## config.mk

```make
export PLATFORM = sky130hd
export DESIGN_NAME = iter_divider_flat
export DESIGN_NICKNAME = d
export VERILOG_FILES = /design/src/rtl/iter_divider_if.sv /design/src/rtl/iter_divider.sv /design/src/flat_wrapper.sv
export SDC_FILE = /design/constraint.sdc
export NUM_CORES = 1
export LEC_CHECK = 0
export CAP_MARGIN = 20
export CORE_ASPECT_RATIO = 0.6
export CORE_UTILIZATION = 40
export CTS_BUF_LIST = sky130_fd_sc_hd__clkbuf_4 sky130_fd_sc_hd__clkbuf_8
export DETAILED_ROUTE_END_ITERATION = 8
export PLACE_DENSITY = 0.72
export SLEW_MARGIN = 30
export SYNTH_ARGS = -nofsm -noshare
export SYNTH_HDL_FRONTEND = slang
export SYNTH_SLANG_ARGS = --single-unit
```

## constraint.sdc

```tcl
create_clock -name clk -period 4.6 [get_ports clk]
set_clock_uncertainty 0.2 [all_clocks]
set_input_delay 0.46 -clock clk [delete_from_list [all_inputs] [get_ports clk]]
set_output_delay 0.46 -clock clk [all_outputs]
set_load 0.03 [all_outputs]
```

## src/rtl/iter_divider_if.sv

```systemverilog
// ----------------------------------------------------------------------------
// iter_divider_if
//   Divide request/response bundle between the EX stage and iter_divider.
//   Signal names keep their _i/_o suffixes as seen from the divider.
//
//   div_en_i      EX -> div   divide request, held until the result is taken
//   div_signed_i  EX -> div   1 = signed, 0 = unsigned
//   divisor_i     EX -> div   divisor, sampled at accept
//   dividend_i    EX -> div   dividend, sampled at accept
//   div_ack_i     EX -> div   EX consumed the result
//   quotient_o    div -> EX   quotient, valid while finished_o=1
//   remainder_o   div -> EX   remainder, valid while finished_o=1
//   finished_o    div -> EX   result valid
//   busy_o        div -> EX   operation in flight or result pending
//
//   modport master : EX stage side
//   modport slave  : divider side
// ----------------------------------------------------------------------------
interface iter_divider_if #(
  parameter int WIDTH = 32
);
  logic             div_en_i;
  logic             div_signed_i;
  logic [WIDTH-1:0] divisor_i;
  logic [WIDTH-1:0] dividend_i;
  logic             div_ack_i;
  logic [WIDTH-1:0] quotient_o;
  logic [WIDTH-1:0] remainder_o;
  logic             finished_o;
  logic             busy_o;

  modport master (
    output div_en_i, div_signed_i, divisor_i, dividend_i, div_ack_i,
    input  quotient_o, remainder_o, finished_o, busy_o
  );

  modport slave (
    input  div_en_i, div_signed_i, divisor_i, dividend_i, div_ack_i,
    output quotient_o, remainder_o, finished_o, busy_o
  );
endinterface

```

## src/rtl/iter_divider.sv

```systemverilog
// ----------------------------------------------------------------------------
// iter_divider
//   Multi-cycle radix-2 restoring integer divider for DIV.W/MOD.W/DIV.WU/MOD.WU.
//   One quotient bit per cycle on operand magnitudes; signs are applied in a
//   final fix-up cycle. Divide by zero yields all-ones quotient and the raw
//   dividend as remainder. Quotient truncates toward zero, remainder follows
//   the sign of the dividend.
//
//   clk    clock
//   rst_n  synchronous active-low reset; the pipeline also uses it as flush
//   bus    iter_divider_if.slave (request operands, results, finished/busy)
// ----------------------------------------------------------------------------
module iter_divider #(
  parameter int WIDTH = 32,
  parameter int CNT_W = 6
) (
  input  logic           clk,
  input  logic           rst_n,
  iter_divider_if.slave  bus
);

  typedef enum logic [1:0] {
    IDLE = 2'd0,
    BUSY = 2'd1,
    FIX  = 2'd2,
    DONE = 2'd3
  } state_t;

  state_t state, state_nxt;

  logic [WIDTH-1:0] rem;        // partial remainder
  logic [WIDTH-1:0] quo;        // dividend magnitude shifting out, quotient shifting in
  logic [WIDTH-1:0] dvsr;       // divisor magnitude
  logic [WIDTH-1:0] raw_dvnd;   // dividend as presented, for the divide-by-zero result
  logic             neg_q;
  logic             neg_r;
  logic             div0;
  logic [CNT_W-1:0] cnt;

  logic [WIDTH:0]   rem_ext;    // shifted remainder, one bit wider than the operands
  logic [WIDTH:0]   trial;

  logic             dvnd_neg;
  logic             dvsr_neg;

  assign dvnd_neg = bus.div_signed_i & bus.dividend_i[WIDTH-1];
  assign dvsr_neg = bus.div_signed_i & bus.divisor_i[WIDTH-1];

  // Restoring step: rem_ext is always below 2*dvsr, so WIDTH+1 bits never
  // overflow and trial's MSB is the borrow.
  assign rem_ext = {rem, quo[WIDTH-1]};
  assign trial   = rem_ext - {1'b0, dvsr};

  // NOTE: sequential state uses non-blocking assignments so every flop samples
  // pre-edge values regardless of process ordering.
  always_ff @(posedge clk) begin
    if (!rst_n) state <= IDLE;
    else        state <= state_nxt;
  end

  // NOTE: every output of a combinational process gets a default first, so no
  // path leaves it unassigned and no latch is inferred.
  always_comb begin
    state_nxt = state;
    unique case (state)
      IDLE: if (bus.div_en_i)         state_nxt = BUSY;
      BUSY: if (cnt == CNT_W'(1))     state_nxt = FIX;
      FIX:                            state_nxt = DONE;
      // A held div_en_i without ack is a stalled EX, not a new request.
      DONE: if (bus.div_ack_i || !bus.div_en_i) state_nxt = IDLE;
      default:                        state_nxt = IDLE;
    endcase
  end

  // NOTE: the datapath registers carry no reset; each operation reloads them at
  // accept, and only control state and visible outputs need a defined value.
  always_ff @(posedge clk) begin
    unique case (state)
      IDLE: begin
        if (bus.div_en_i) begin
          quo      <= dvnd_neg ? -bus.dividend_i : bus.dividend_i;
          dvsr     <= dvsr_neg ? -bus.divisor_i  : bus.divisor_i;
          rem      <= '0;
          raw_dvnd <= bus.dividend_i;
          neg_q    <= dvnd_neg ^ dvsr_neg;
          neg_r    <= dvnd_neg;
          div0     <= (bus.divisor_i == '0);
          cnt      <= CNT_W'(WIDTH);
        end
      end
      BUSY: begin
        rem <= trial[WIDTH] ? rem_ext[WIDTH-1:0] : trial[WIDTH-1:0];
        quo <= {quo[WIDTH-2:0], ~trial[WIDTH]};
        cnt <= cnt - CNT_W'(1);
      end
      default: ;
    endcase
  end

  always_ff @(posedge clk) begin
    if (!rst_n) begin
      bus.quotient_o  <= '0;
      bus.remainder_o <= '0;
    end else if (state == FIX) begin
      if (div0) begin
        bus.quotient_o  <= '1;
        bus.remainder_o <= raw_dvnd;
      end else begin
        bus.quotient_o  <= neg_q ? -quo : quo;
        bus.remainder_o <= neg_r ? -rem : rem;
      end
    end
  end

  assign bus.finished_o = (state == DONE);
  assign bus.busy_o     = (state != IDLE);

endmodule
```

## src/flat_wrapper.sv

```systemverilog
// flat-port wrapper written by rule: the top's interface ports become plain ports
module iter_divider_flat 
#(
  parameter int WIDTH = 32,
  parameter int CNT_W = 6
)
  (clk, rst_n, bus_div_en_i, bus_div_signed_i, bus_divisor_i, bus_dividend_i, bus_div_ack_i, bus_quotient_o, bus_remainder_o, bus_finished_o, bus_busy_o);
  iter_divider_if #(.WIDTH(WIDTH)) bus_i ();
  input  logic clk;
  input  logic rst_n;
  input wire logic [$bits(bus_i.div_en_i)-1:0] bus_div_en_i;
  input wire logic [$bits(bus_i.div_signed_i)-1:0] bus_div_signed_i;
  input wire logic [$bits(bus_i.divisor_i)-1:0] bus_divisor_i;
  input wire logic [$bits(bus_i.dividend_i)-1:0] bus_dividend_i;
  input wire logic [$bits(bus_i.div_ack_i)-1:0] bus_div_ack_i;
  output wire logic [$bits(bus_i.quotient_o)-1:0] bus_quotient_o;
  output wire logic [$bits(bus_i.remainder_o)-1:0] bus_remainder_o;
  output wire logic [$bits(bus_i.finished_o)-1:0] bus_finished_o;
  output wire logic [$bits(bus_i.busy_o)-1:0] bus_busy_o;
  assign bus_i.div_en_i = bus_div_en_i;
  assign bus_i.div_signed_i = bus_div_signed_i;
  assign bus_i.divisor_i = bus_divisor_i;
  assign bus_i.dividend_i = bus_dividend_i;
  assign bus_i.div_ack_i = bus_div_ack_i;
  assign bus_quotient_o = bus_i.quotient_o;
  assign bus_remainder_o = bus_i.remainder_o;
  assign bus_finished_o = bus_i.finished_o;
  assign bus_busy_o = bus_i.busy_o;
  iter_divider #(.WIDTH(WIDTH), .CNT_W(CNT_W)) u_core (.clk(clk), .rst_n(rst_n), .bus(bus_i));
endmodule
```

==> flow_summary.yaml <==
clock_network:
  cts_max_path_buffers: 3
  cts_resized: 0
  clock_latency_ns: 0.60
  cts_tree: "yes"
  postCtsHoldBufs: 0
  cts_buffers: 31
  clock-sinks: 203
  postCtsSetupBuffers: 0
  clk_pin_slew_ns: 0.07
  root_buffer: "clkbuf_8"
  cts_htree_levels: 1
routing:
  dr.pass1.iters: 5
  drt_first_iter_violations: 845
  ant_nets: 0
  via_count: 9670
  drt-total-wl_um: 32000
  routedWlPerCell_um: 17.9
  route.detailed.drc: 0
  vias_per_cell: 5.43
setup_path:
  r2r_setup_slack_ns: 0.80
  required_ns: 4.73
  r2r-start: "u_core.quo[31]"
  crit_end: "u_core.rem[26]"
  reg2reg_to: "u_core.rem[26]"
  crit_fanout: 4
  crit_type: "reg2reg"
  cp-end-kind: "flip-flop"
  crit_path_start: "u_core.quo[31]"
  startpoint_type: "flip-flop"
  r2r_cells: 12
  critical_path_arrival_ns: 3.94
outcome:
  status: "complete, no violations"
place:
  gp_congestion: 0.919
  io_buffers: 134
  place_ws_ns: 0.605
  dp_hpwl_um: 23500
  dp.cells: 1721
finish:
  most-common-layout-cells: "edfxtp_1 (137), clkdlybuf4s50_1 (133), nand2_1 (118)"
  layout_commonest_cell: "edfxtp_1"
  antenna_cells: 0
  stdcell_count: 1781
  final_util: 0.496
  fin_nets: 1468
  fillers: 2707
  syn2layout_area_growth_pct: 19.8
  drive_gt1_frac: 0.0797
floorplan:
  dieArea_mm2: 0.0310
  die_y_um: 137
  rows: 48
  start_util: 0.414
  io_pins: 135
  core_area_mm2: 0.0292
  die_x_um: 227
pwr:
  p_per_area_mw_per_mm2: 655
  power.total_mw: 9.51
  ir_worst_vdd_v: 0.000338
  p_leak_nw: 5.33
yosys:
  synth_area_mm2: 0.0121
  synth_fp_nets: 1352
  yosys_warnings: 0
  ys_types: 62
  yosysSeqAreaShare: 0.449
  avgSynthCellArea_um2: 9.77
  synth_edf_count: 137
  synth-seq-cells: 203
  synth_cells: 1240
  synth-main-ff-cell: "edfxtp_1"
  synthArstFlopShare: 0
sta:
  setup_viol: 0
  fmax_mhz: 263
  tightest_slew_ns: 0.913
  setup_tns_ns: 0
  rsz0062_at_grt: "false"
  post-route-min-period_ns: 3.80
  drv_slew: 0
  period_share: 0.827
  slew_headroom: 0.391
  setup_slack_ns: 0.798
  hold_violations: 0
global_routing:
  antenna_found_initial: 2
  grt.total_usage: 0.207
  grt_pass1_vias: 9392
  grt_pass1_wl_um: 50700
  grt_overflow: 0
  grt_max_degree: 72
job:
  drv_cap: 0
worst_hold_path:
  hold_class: "in2reg"
## power by group
part / internal, mW / leakage, nW / total (mW) / switching [mW]
clock network: 0.873 / 0.351 / 1.60 / 0.732
logic: 1.95 / 3.12 / 4.60 / 2.66
registers: 2.72 / 1.86 / 3.30 / 0.582
total: 5.54 / 5.33 / 9.51 / 3.97
## cell usage after synthesis (9+ instances only)
cell type	count	area, µm²
nor2b_1	48	300
o211a_1	9	90.1
and2_1	10	62.6
o31ai_1	31	233
mux2i_1	46	460
or4_1	13	97.6
nor4_1	11	68.8
xnor2_1	88	771
nand3_1	23	115
edfxtp_1	137	4110
inv_1	55	206
nand2_1	118	443
nand3b_1	14	105
nor3_1	21	105
o21ai_0	98	490
ha_1	42	526
dfxtp_1	66	1320
a21o_1	13	97.6
a21oi_1	63	315
nand2b_1	16	100
nor2_1	73	274
clkbuf_1	54	203
o41ai_1	12	105
xor2_1	63	552
o221a_2	26	293
## through the flow
stage | cell area, µm² | hold slack (ns)
6_report | 14500 | 0.159
5_1_grt | 14500 | 0.164
4_1_cts | 14500 | 0.112
3_5_place_dp | 13800 | 0.283
3_3_place_gp | 13800 | 0.289
2_1_floorplan | 12100 | 0.281
## sequential cells by signal, summed over array words and instances, names as in the netlist
name,count
u_core.cnt,6
u_core.neg_q,1
u_core.neg_r,1
u_core.div0,1
u_core.rem,32
u_core.dvsr,32
u_core.bus.quotient_o,32
u_core.bus.remainder_o,32
u_core.state,2
u_core.raw_dvnd,32
u_core.quo,32
## kinds of logic after synthesis
family          Yosys count  synth area share
mux                      48            0.0399
flops                   203             0.449
buf+inv                 117            0.0365
xor+xnor                151             0.109
fa+ha+maj                43            0.0450
compound gates          300             0.165
simple gates            378             0.156
## routing by layer
metal / track usage / share of wire / wire [µm]
met1: 0.313 / 0.50 / 15900
met2: 0.301 / 0.42 / 13400
met3: 0.0442 / 0.067 / 2150
met4: 0.0413 / 0.016 / 508
met5: 0 / 0.00066 / 21
## layout make-up
class	instances	area, µm²	share of cell area
clock buffers	45	544	0.0375
flip-flops and latches	203	5440	0.375
well taps	400	500	0.0345
repair buffers	145	1460	0.100
inverters	55	206	0.0142
multi-input cells	920	6260	0.431
clock inverters	13	113	0.00776
## critical path: stages (launching register included)
cell and delay, ns:
edfxtp_1 0.42, inv_1 0.10, ha_1 0.23, fa_1 0.40, nand2b_1 0.18, a21o_1 0.20, a21oi_1 0.27, a31o_2 0.27
a41oi_1 0.25, o21ai_0 0.52, a2111oi_0 0.21, a41oi_1 0.21, a31oi_1 0.10
## worst min-delay path by stage
stage                               from                    endpoint  slack, ns  cells after the start
6_report                           rst_n             u_core.state[0]       0.16                      3
3_5_place_dp   u_core.bus.quotient_o[28]   u_core.bus.quotient_o[28]       0.28                      1
4_1_cts                            rst_n             u_core.state[0]       0.11                      3
2_1_floorplan        u_core.raw_dvnd[21]  u_core.bus.remainder_o[21]       0.28                      2
5_1_grt                            rst_n  u_core.bus.remainder_o[12]       0.16                      2
3_3_place_gp   u_core.bus.quotient_o[31]   u_core.bus.quotient_o[31]       0.29                      1
Note: power is estimated with default switching activity, not from simulation.
